===== config.mk =====
export PLATFORM = sky130hd
export DESIGN_NAME = seg7_word_reader_flat
export DESIGN_NICKNAME = d
export VERILOG_FILES = /design/src/rtl/seg7_word_reader_if.sv /design/src/rtl/seg7_word_reader.sv /design/src/flat_wrapper.sv
export SDC_FILE = /design/constraint.sdc
export NUM_CORES = 1
export LEC_CHECK = 0
export CAP_MARGIN = 25
export CORE_ASPECT_RATIO = 1.75
export CORE_MARGIN = 5
export CORE_UTILIZATION = 40
export DETAILED_ROUTE_END_ITERATION = 8
export GPL_TIMING_DRIVEN = 0
export HOLD_SLACK_MARGIN = 0.08
export PLACE_DENSITY = 0.72
export REMOVE_ABC_BUFFERS = 1
export SLEW_MARGIN = 10
export SYNTH_ARGS = -nofsm -noshare
export SYNTH_HDL_FRONTEND = slang
export SYNTH_SLANG_ARGS = --single-unit

===== constraint.sdc =====
create_clock -name clock -period 1.8 [get_ports clock]
set_input_delay 0.54 -clock clock [delete_from_list [all_inputs] [get_ports clock]]
set_output_delay 0.54 -clock clock [all_outputs]
set_load 0.05 [all_outputs]

===== src/rtl/seg7_word_reader_if.sv =====
// seg7_word_reader_if
//   Glyph stream in, assembled hex word out, for seg7_word_reader.
//   NUM_DIGITS must match the reader's NUM_DIGITS (sets the width of value).
//   master : glyph producer / word consumer
//            drives seg_in, seg_valid, flush, value_ready
//   slave  : the reader
//            drives seg_ready, value, value_err, value_valid, digit_cnt
interface seg7_word_reader_if #(
  parameter int unsigned NUM_DIGITS = 6
);
  logic [6:0]              seg_in;
  logic                    seg_valid;
  logic                    seg_ready;
  logic                    flush;
  logic [4*NUM_DIGITS-1:0] value;
  logic                    value_err;
  logic                    value_valid;
  logic                    value_ready;
  logic [3:0]              digit_cnt;

  modport master (
    output seg_in, seg_valid, flush, value_ready,
    input  seg_ready, value, value_err, value_valid, digit_cnt
  );

  modport slave (
    input  seg_in, seg_valid, flush, value_ready,
    output seg_ready, value, value_err, value_valid, digit_cnt
  );
endinterface


===== src/rtl/seg7_word_reader.sv =====
// seg7_word_reader
//   Inverse 7-segment decoder. Takes a stream of active-low glyphs
//   (bit0=a .. bit6=g, 0 = lit), MS digit first, and rebuilds a hex word of
//   NUM_DIGITS nibbles. Any glyph that is not a hex pattern decodes to 0 and
//   flags value_err for that word.
//   Ports:
//     clock   : system clock, rising edge
//     resetn  : asynchronous active-low reset
//     bus     : seg7_word_reader_if.slave (glyph stream in, word out)
//   Parameters:
//     NUM_DIGITS : glyphs per word, 1..8
//   Build option:
//     SEG7_BLANK_EN : when defined, the all-off glyph 7'h7F is accepted as a
//                     blanked digit (nibble 0, no error).
module seg7_word_reader #(
  parameter int unsigned NUM_DIGITS = 6
) (
  input  logic                clock,
  input  logic                resetn,
  seg7_word_reader_if.slave   bus
);

  localparam int unsigned W = 4 * NUM_DIGITS;

  typedef enum logic {
    COLLECT = 1'b0,
    HOLD    = 1'b1
  } state_t;

  state_t       state, state_nx;
  logic [W-1:0] shift, shift_nx;
  logic [W-1:0] value_q;
  logic         err_q;
  logic         sticky;
  logic [3:0]   cnt;
  logic [3:0]   nib;
  logic         illegal;
  logic         accept;
  logic         last;

  always_comb begin
    nib     = '0;
    illegal = 1'b0;
    case (bus.seg_in)
      7'h40: nib = 4'h0;
      7'h79: nib = 4'h1;
      7'h24: nib = 4'h2;
      7'h30: nib = 4'h3;
      7'h19: nib = 4'h4;
      7'h12: nib = 4'h5;
      7'h02: nib = 4'h6;
      7'h78: nib = 4'h7;
      7'h00: nib = 4'h8;
      7'h10: nib = 4'h9;
      7'h08: nib = 4'hA;
      7'h03: nib = 4'hB;
      7'h46: nib = 4'hC;
      7'h21: nib = 4'hD;
      7'h06: nib = 4'hE;
      7'h0E: nib = 4'hF;
`ifdef SEG7_BLANK_EN
      7'h7F: nib = 4'h0;
`endif
      default: illegal = 1'b1;
    endcase
  end

  // flush wins over seg_valid, so a flushed glyph is never accepted
  assign accept   = (state == COLLECT) && bus.seg_valid && !bus.flush;
  assign last     = (cnt == 4'(NUM_DIGITS - 1));
  // shift-then-or keeps NUM_DIGITS=1 legal (no negative part-select)
  assign shift_nx = (shift << 4) | W'(nib);

  always_comb begin
    state_nx = state;
    case (state)
      COLLECT: if (accept && last) state_nx = HOLD;
      HOLD:    if (bus.value_ready) state_nx = COLLECT;
      default: state_nx = COLLECT;
    endcase
  end

  always_ff @(posedge clock or negedge resetn) begin
    if (!resetn) state <= COLLECT;
    else         state <= state_nx;
  end

  always_ff @(posedge clock or negedge resetn) begin
    if (!resetn) begin
      shift   <= '0;
      value_q <= '0;
      err_q   <= 1'b0;
      sticky  <= 1'b0;
      cnt     <= '0;
    end else if (state == COLLECT) begin
      if (bus.flush) begin
        shift  <= '0;
        cnt    <= '0;
        sticky <= 1'b0;
      end else if (bus.seg_valid) begin
        if (last) begin
          value_q <= shift_nx;
          err_q   <= sticky | illegal;
          shift   <= '0;
          cnt     <= '0;
          sticky  <= 1'b0;
        end else begin
          shift  <= shift_nx;
          cnt    <= cnt + 4'd1;
          sticky <= sticky | illegal;
        end
      end
    end
  end

  assign bus.seg_ready   = (state == COLLECT);
  assign bus.value_valid = (state == HOLD);
  assign bus.value       = value_q;
  assign bus.value_err   = err_q;
  assign bus.digit_cnt   = cnt;

endmodule

===== src/flat_wrapper.sv =====
// flat-port wrapper written by rule: the top's interface ports become plain ports
module seg7_word_reader_flat 
#(
  parameter int unsigned NUM_DIGITS = 6
)
  (clock, resetn, bus_seg_in, bus_seg_valid, bus_flush, bus_value_ready, bus_seg_ready, bus_value, bus_value_err, bus_value_valid, bus_digit_cnt);
  seg7_word_reader_if #(.NUM_DIGITS(NUM_DIGITS)) bus_i ();
  input  logic clock;
  input  logic resetn;
  input wire logic [$bits(bus_i.seg_in)-1:0] bus_seg_in;
  input wire logic [$bits(bus_i.seg_valid)-1:0] bus_seg_valid;
  input wire logic [$bits(bus_i.flush)-1:0] bus_flush;
  input wire logic [$bits(bus_i.value_ready)-1:0] bus_value_ready;
  output wire logic [$bits(bus_i.seg_ready)-1:0] bus_seg_ready;
  output wire logic [$bits(bus_i.value)-1:0] bus_value;
  output wire logic [$bits(bus_i.value_err)-1:0] bus_value_err;
  output wire logic [$bits(bus_i.value_valid)-1:0] bus_value_valid;
  output wire logic [$bits(bus_i.digit_cnt)-1:0] bus_digit_cnt;
  assign bus_i.seg_in = bus_seg_in;
  assign bus_i.seg_valid = bus_seg_valid;
  assign bus_i.flush = bus_flush;
  assign bus_i.value_ready = bus_value_ready;
  assign bus_seg_ready = bus_i.seg_ready;
  assign bus_value = bus_i.value;
  assign bus_value_err = bus_i.value_err;
  assign bus_value_valid = bus_i.value_valid;
  assign bus_digit_cnt = bus_i.digit_cnt;
  seg7_word_reader #(.NUM_DIGITS(NUM_DIGITS)) u_core (.clock(clock), .resetn(resetn), .bus(bus_i));
endmodule

Word-level counts from Yosys, hierarchy flattened
Index checks and enable logic that the tools add are counted.
Storage, ports and cells
  word-level logic and storage cells: 50
  latch bits: 0
  bits in registers: 51
  input bits: 12
  memories: 0
  output and inout port bits: 31
  RAM bits: 0
  bits in read-only memories: 0
Cells by class
  div/mod/pow operators: 0
  add/subtract/negate cells: 1
  bitwise logic cells: 4
  equal/unequal tests: 16
  reductions and logical operators: 9
  shift-type cells: 0
  mux-type cells: 14
  $lt $le $gt $ge: 0
  multiply operators: 0
Operator list (count)
  $mux 20: 3
  $pmux 4 s15: 1
  $eq 7x7->1 const B: 4
  $or 24x4->24: 1
  $eq 7x5->1 const B: 3
  $eq 7x6->1 const B: 3
  $reduce_or 16->1: 1
  $eq 7x2->1 const B: 2
  $eq 7x4->1 const B: 2
  $mux 4: 3
  $eq 7x3->1 const B: 1
  $logic_not 7->1: 1
  $mux 1: 6
  $add 4x1->4 const B: 1
  $eq 4x3->1 const B: 1
  $reduce_and 4->1: 1
  $logic_and 1x1->1: 3
  $not 1->1: 2
  $pmux 1 s2: 1
  $reduce_and 2->1: 1
  $reduce_bool 2->1: 1
  $logic_not 1->1: 1
  $or 1x1->1: 1

Logic depth before layout (Yosys ltp)
  depth after elaboration: 7
  depth in mapped cells: 7

Least setup slack after synthesis
No wires, ideal clock.
  kind: flip-flop to flip-flop
  from: reg u_core.cnt[1] (netlist: u_core.bus.digit_cnt[1])
  to: reg u_core.value_q[10] (netlist: u_core.bus.value[10])
  setup slack: -0.167 ns
  clock period less this slack: 1.967 ns
  cell stages (with the launch flop): 7
  arrival: 1.842 ns
  path through: dfrtp_1 > inv_1 > ha_1 > nor2b_1 > nand3_2 > buf_2 > mux2_2
Between the ends
  cells in the longest elaborated chain, start to end: 2
RTL lines
  start: declaration: line seg7_word_reader.sv:35  | logic [3:0] cnt;
  start signal: assignment: line seg7_word_reader.sv:109  | cnt <= cnt + 4'd1;
  $eq 4x3->1: line seg7_word_reader.sv:70  | assign last = (cnt == 4'(NUM_DIGITS - 1));
  $reduce_and 4->1 (no source line)
  end signal: assignment: line seg7_word_reader.sv:102  | value_q <= shift_nx;
  end: declaration: line seg7_word_reader.sv:32  | logic [W-1:0] value_q;
Every way passes these cells.
A chain may end at the register's enable or synchronous reset.

Worst setup path after layout
  from: in bus_seg_valid
  to: reg u_core.value_q[11] (netlist: u_core.bus.value[11])
Between the ends
  cells in the longest elaborated chain, start to end: 1
RTL lines
  start: declaration: line flat_wrapper.sv:11  | input wire logic [$bits(bus_i.seg_valid)-1:0] bus_seg_valid;
  $reduce_and 4->1 (no source line)
Every way passes these cells.

==> reports/results.md <==
| Parameter | This run | Unit |
| --- | --- | --- |
| Clock Pin Slew Worst Setup and Hold Paths | 0.08 | ns |
| Max transition margin | 62.4 | % |
| Die boundary height | 110 | µm |
| R2r setup slk | 0.09 | ns |
| Setup ws final | 0.0228 | ns |
| Share of the clock period used by the worst path after layout | 98.7 | % |
| Share of final-layout standard cells stronger than drive strength 1 | 26.3 | % |
| Worst endpoint data arrival time | 1.96 | ns |
| Max frequency | 563 | MHz |
| Yosys top cell area share | 56.2 | % |
| Power density over the cells | 707 | nW/µm² |
| Required arrival time at the worst endpoint | 1.98 | ns |
| Setup Viol. Count Final | 0 | - |
| Post-route DRC | 0 | - |
| Post-synthesis cell count | 183 | - |
| Maximum net fanout on the critical path | 13 | - |
| Yosys top cell by area | sky130_fd_sc_hd__dfrtp_1 | - |
| Time the worst path needs with I/O delays and setup | 1.78 | ns |
| Remaining antenna violation count | 0 | - |
| Hold Fails Final Rpt | 0 | - |
| Root cell of the clock tree | sky130_fd_sc_hd__clkbuf_8 | - |
| Synthesized area divided by synthesized cell count | 12.4 | µm² |
| Kind of end point of the critical path | flop | - |
| Quantity of I/O buffers inserted on ports | 42 | - |
| Worst hold-check path type | in2async | - |
| Clk sink count | 51 | - |
| Die Outline Area | 7340 | µm² |
| Number of global-route vias before repair | 1657 | - |
| Post-Place Cell Area | 2750 | µm² |
| Number of distinct library cells after synthesis | 44 | - |
| Via density per instance | 5.36 | - |
| Outcome | finished clean | - |
| Number of synthesis warnings | 0 | - |
| Wirelength, routed | 4.68 | mm |
| Syn-to-layout area delta | 23.7 | % |
| Final sum of negative setup slack | 0 | ns |
| LEAKAGE | 0.00142 | µW |
| Initial cell density of the core | 41.0 | % |
| Maximum number of pins on one net before global-route repair | 28 | - |
| Aggregate global routing overflow | 0 | - |
| R2R Path Start | u_core.bus.digit_cnt[0] | - |
| Fraction of the core area covered by cells at the end of the flow | 50.7 | % |
| Cells taking the most area after synthesis | sky130_fd_sc_hd__dfrtp_1 56%, sky130_fd_sc_hd__mux2_2 12%, sky130_fd_sc_hd__a22o_1 7.7% | - |
| Maximum count of clock buffers along a single path | 2 | - |
| Half-perimeter wire length of the detailed placement result | 3.14 | mm |
| Number of buffers created by CTS | 5 | - |
| Drt first-iter violations | 37 | - |
| Wire per inst | 15.6 | µm |
| Max_cap viols | 0 | - |
| Design area | 2810 | µm² |
| Via count of the routed design | 1608 | - |
| Startpoint kind of the worst setup timing path | primary input | - |
| Worst r2r path cells | 4 | - |
| ANT cells | 0 | - |
| WS Path Type | in2reg | - |
| Overall power after layout | 1990 | µW |
| Number of placed I/O pins | 43 | - |
| Row Count | 36 | - |
| First-pass GRT wire length | 7.60 | mm |
| Yosys reg bits | 51 | - |
| Overall track demand over capacity in global routing | 13.5 | % |
| H-tree lvl count | 2 | - |
| GPL Wtd Cong | 0.865 | - |
| Netlist Area Pre-Place | 2270 | µm² |
| Pre-CTS WS | -0.817 | ns |
| Unrepaired setup endpoints after global routing | yes | - |
| Worst-margin pin slew | 0.564 | ns |
| 1st-pass router iterations | 4 | - |
| Maximum vdd drop | 0.602 | mV |
| Area of the core | 5540 | µm² |
| Crit. Startpoint | bus_seg_valid | - |
| Largest clock skew in the final design | 0.00255 | ns |
| TritonCTS clock tree | done | - |
| Total number of nets in the final design | 237 | - |
| Share of the yosys chip area belonging to registers | 56.2 | % |
| Die width | 67.0 | µm |
| Clock latency at the later pin of the worst-skew pair | 0.29 | ns |
| Number of antenna violations at the first check in global routing | 0 | - |
| Fin. max-slew vios | 0 | - |
| Reg-to-reg critical path endpoint | u_core.bus.value[11] | - |
worst max-delay path by stage:
stage	cells after the start	slack (ns)	to
5_1_grt	6	-0.06	u_core.bus.digit_cnt[2]
3_3_place_gp	1	-1.27	u_core.bus.value[3]
6_report	5	0.02	u_core.bus.value[11]
3_5_place_dp	4	-0.82	u_core.bus.value[11]
4_1_cts	4	-0.14	u_core.bus.value[11]
2_1_floorplan	5	-0.35	u_core.bus.digit_cnt[2]
cell usage in the layout, fill, tap and decap left out, types with 2 or more instances in the layout:
| cell type | instances |
|---|---|
| sky130_fd_sc_hd__dlygate4sd2_1 | 25 |
| sky130_fd_sc_hd__nand3b_1 | 4 |
| sky130_fd_sc_hd__nor3_1 | 4 |
| sky130_fd_sc_hd__a21oi_1 | 6 |
| sky130_fd_sc_hd__nand2_1 | 7 |
| sky130_fd_sc_hd__a22o_1 | 20 |
| sky130_fd_sc_hd__nand3_1 | 4 |
| sky130_fd_sc_hd__clkdlybuf4s50_1 | 2 |
| sky130_fd_sc_hd__nand3_4 | 2 |
| sky130_fd_sc_hd__buf_2 | 4 |
| sky130_fd_sc_hd__clkbuf_2 | 6 |
| sky130_fd_sc_hd__nor2_1 | 4 |
| sky130_fd_sc_hd__ha_1 | 2 |
| sky130_fd_sc_hd__clkdlybuf4s15_2 | 4 |
| sky130_fd_sc_hd__nand4_1 | 3 |
| sky130_fd_sc_hd__o21ai_0 | 9 |
| sky130_fd_sc_hd__dfrtp_1 | 50 |
| sky130_fd_sc_hd__clkbuf_8 | 5 |
| sky130_fd_sc_hd__clkbuf_1 | 2 |
| sky130_fd_sc_hd__mux2_2 | 24 |
| sky130_fd_sc_hd__inv_1 | 3 |
| sky130_fd_sc_hd__a31oi_1 | 2 |
repair_timing:
| item | 4_1_cts | 5_1_grt |
|---|---|---|
| setup endpoints to repair | 80 | 35 |
| resized for setup | 58 | 22 |
| gates cloned | 0 | 2 |
| buffers inserted | 0 | 1 |
| hold buffers | 0 | 0 |
| pin swaps | 2 | 3 |
| hold endpoints to repair | 0 | 0 |
cell families (layout without fill, tap and decap cells):
| family | after synthesis | in the layout | share of synthesized area, % |
|---|---|---|---|
| mux | 24 | 24 | 11.9 |
| fa+ha+maj | 2 | 2 | 1.10 |
| buf+inv | 17 | 56 | 3.80 |
| simple gates | 40 | 42 | 11.2 |
| compound gates | 47 | 47 | 15.0 |
| xor+xnor | 2 | 2 | 0.771 |
| flops | 51 | 51 | 56.2 |
layer usage:
layer | vias to the layer above | GRT usage [%] | part of all wire [%]
met5 | - | 0 | 0
met4 | 0 | 7.11 | 2.5
met3 | 8 | 2.45 | 2.4
met2 | 32 | 22.9 | 53
met1 | 811 | 15.8 | 42
li1 | 757 | - | -
stage by stage:
step / std cells / hold slack (ns)
after floorplan: 169 / 0.244
after global placement: 287 / 0.484
after detailed placement: 289 / 0.492
after CTS: 297 / 0.243
after global routing: 300 / 0.267
final: 300 / 0.234
report_power, final:
group / leakage (µW) / total [µW] / switching, µW / internal (µW)
logic: 0.000667 / 204 / 137 / 67.7
registers: 0.000708 / 1170 / 14.9 / 1160
clock network: 0.0000422 / 608 / 335 / 273
total: 0.00142 / 1990 / 487 / 1500
flip-flops by register name, summed over array words and instances (netlist names):
register and count:
u_core.sticky 1, u_core.bus.digit_cnt 4, u_core.bus.value 24, u_core.bus.value_valid 1, u_core.shift 20, u_core.bus.value_err 1
critical path, stage by stage:
cell                              delay (ns)
sky130_fd_sc_hd__clkdlybuf4s50_1        0.50
sky130_fd_sc_hd__nor3b_4                0.18
sky130_fd_sc_hd__buf_4                  0.19
sky130_fd_sc_hd__nand3_4                0.21
sky130_fd_sc_hd__mux2_2                 0.34
cells in the mapped netlist (all sizes together):
| library cell | number |
|---|---|
| dfrtp | 51 |
| mux2 | 24 |
| a22o | 20 |
| o21ai | 11 |
| buf | 8 |
| nand2 | 7 |
| a21oi | 6 |
| clkbuf | 6 |
| nand3 | 5 |
| nand3b | 4 |
| nor2 | 4 |
| nor3 | 4 |
| inv | 3 |
| nand4 | 3 |
| a31oi | 2 |
| ha | 2 |
| nand2b | 2 |
| nor3b | 2 |
| a2111oi | 1 |
| a211o | 1 |
| a21boi | 1 |
| a22oi | 1 |
| and2 | 1 |
| and2b | 1 |
| and4bb | 1 |
| nand4b | 1 |
| nor2b | 1 |
| o211a | 1 |
| o311ai | 1 |
| o32ai | 1 |
| o41ai | 1 |
| or2 | 1 |
| or2b | 1 |
| or3 | 1 |
| or4 | 1 |
| xnor2 | 1 |
| xor2 | 1 |
final cells by class:
class	instances	area [µm²]
clock inverters	1	5.00
multi-input cells	117	957
inverters	3	11.3
fillers	514	2730
repair buffers	45	387
well taps	76	95.1
flip-flops and latches	51	1280
clock buffers	7	76.3
No activity file was read; power rests on OpenSTA's default activity.
==> edit: new RTL, same flow settings <==
Register the output `bus.seg_ready`, without a reset; this adds one clock of latency there.
--- a/src/rtl/seg7_word_reader.sv
+++ b/src/rtl/seg7_word_reader.sv
@@ -113,7 +113,9 @@
     end
   end
 
-  assign bus.seg_ready   = (state == COLLECT);
+  always_ff @(posedge clock) begin
+    bus.seg_ready <= (state == COLLECT);
+  end
   assign bus.value_valid = (state == HOLD);
   assign bus.value       = value_q;
   assign bus.value_err   = err_q;
Check against the original RTL: not equivalent (a bounded check fails within 10 cycles, from zero or initial values and one cycle with resetn low).
==> edit against the original RTL <==
Largest cell class unchanged. Design area rose by 4.9%. Clock power is 8.7% higher. Total power grew 4.0%. Fmax is 0.87% higher. Synthesized area increased by 3.3%. Worst setup slack improved by 15 ps. Routed wire length is 1.5% higher. Critical endpoint is now u_core.bus.value_err. Clock skew is 0.66 ps lower. Critical path depth up 1. Sequential cell count grew 1.
==> edit: results <==
export IMPL_drt_total_wl_mm=4.75
export IMPL_relSlewSlack=0.672
export IMPL_num_fill_cells=544
export IMPL_ir_worst_vdd_mv=0.340
export IMPL_arrival_ps=1990
export IMPL_met2_usage=0.229
export IMPL_place_hpwl_mm=3.21
export IMPL_grt_pass1_vias=1655
export IMPL_use_met3=0.0213
export IMPL_r2r_start="u_core.bus.digit_cnt[2]"
export IMPL_outcome="complete, no violations"
export IMPL_power_share_switching=0.243
export IMPL_areaGrowthSynthToFinish_pct=25.6
export IMPL_drive_gt1_frac=0.284
export IMPL_cts_resized=61
export IMPL_rrSetupSlack_ps=180
export IMPL_grt_pass1_wl_mm=7.96
export IMPL_synth_mux_area_frac=0.115
export IMPL_p_total_w=0.00207
export IMPL_instances_no_fill=314
export IMPL_grt_max_degree=36
export IMPL_fin_crit_ps=1760
export IMPL_yosys_top_cells_area="dfrtp_1 54%, mux2_2 12%, a22o_1 6.7%"
export IMPL_gp_congestion=0.836
export IMPL_crit_reg2reg_capture="u_core.sticky"
export IMPL_r2r_cells=7
export IMPL_syn_avg_cell_area_um2=12.3
==> edit: changes by cell type after synthesis, moves of 3 or more <==
cell,delta
buf_2,-3
buf_6,+4
nand3b_1,-3
nor2_1,+6
==> edit: cell type report <==
type                       count  area share
clock buffer                   6      0.0280
clock inverter                 1     0.00297
inverter                       4     0.00510
multi-input combinational    122       0.335
sequential                    52       0.440
tap                           78      0.0331
timing repair buffer          51       0.156
==> edit: worst min-delay path by stage <==
stage                     start                       to  slack (ps)  cells past startpoint
3_3_place_gp   u_core.shift[16]         u_core.shift[16]         480                      1
3_5_place_dp   u_core.shift[16]         u_core.shift[16]         490                      1
6_report                 resetn  u_core.bus.digit_cnt[1]         170                      1
4_1_cts                  resetn  u_core.bus.digit_cnt[1]         170                      1
5_1_grt                  resetn  u_core.bus.digit_cnt[0]         200                      1
2_1_floorplan            resetn  u_core.bus.digit_cnt[0]         240                      0
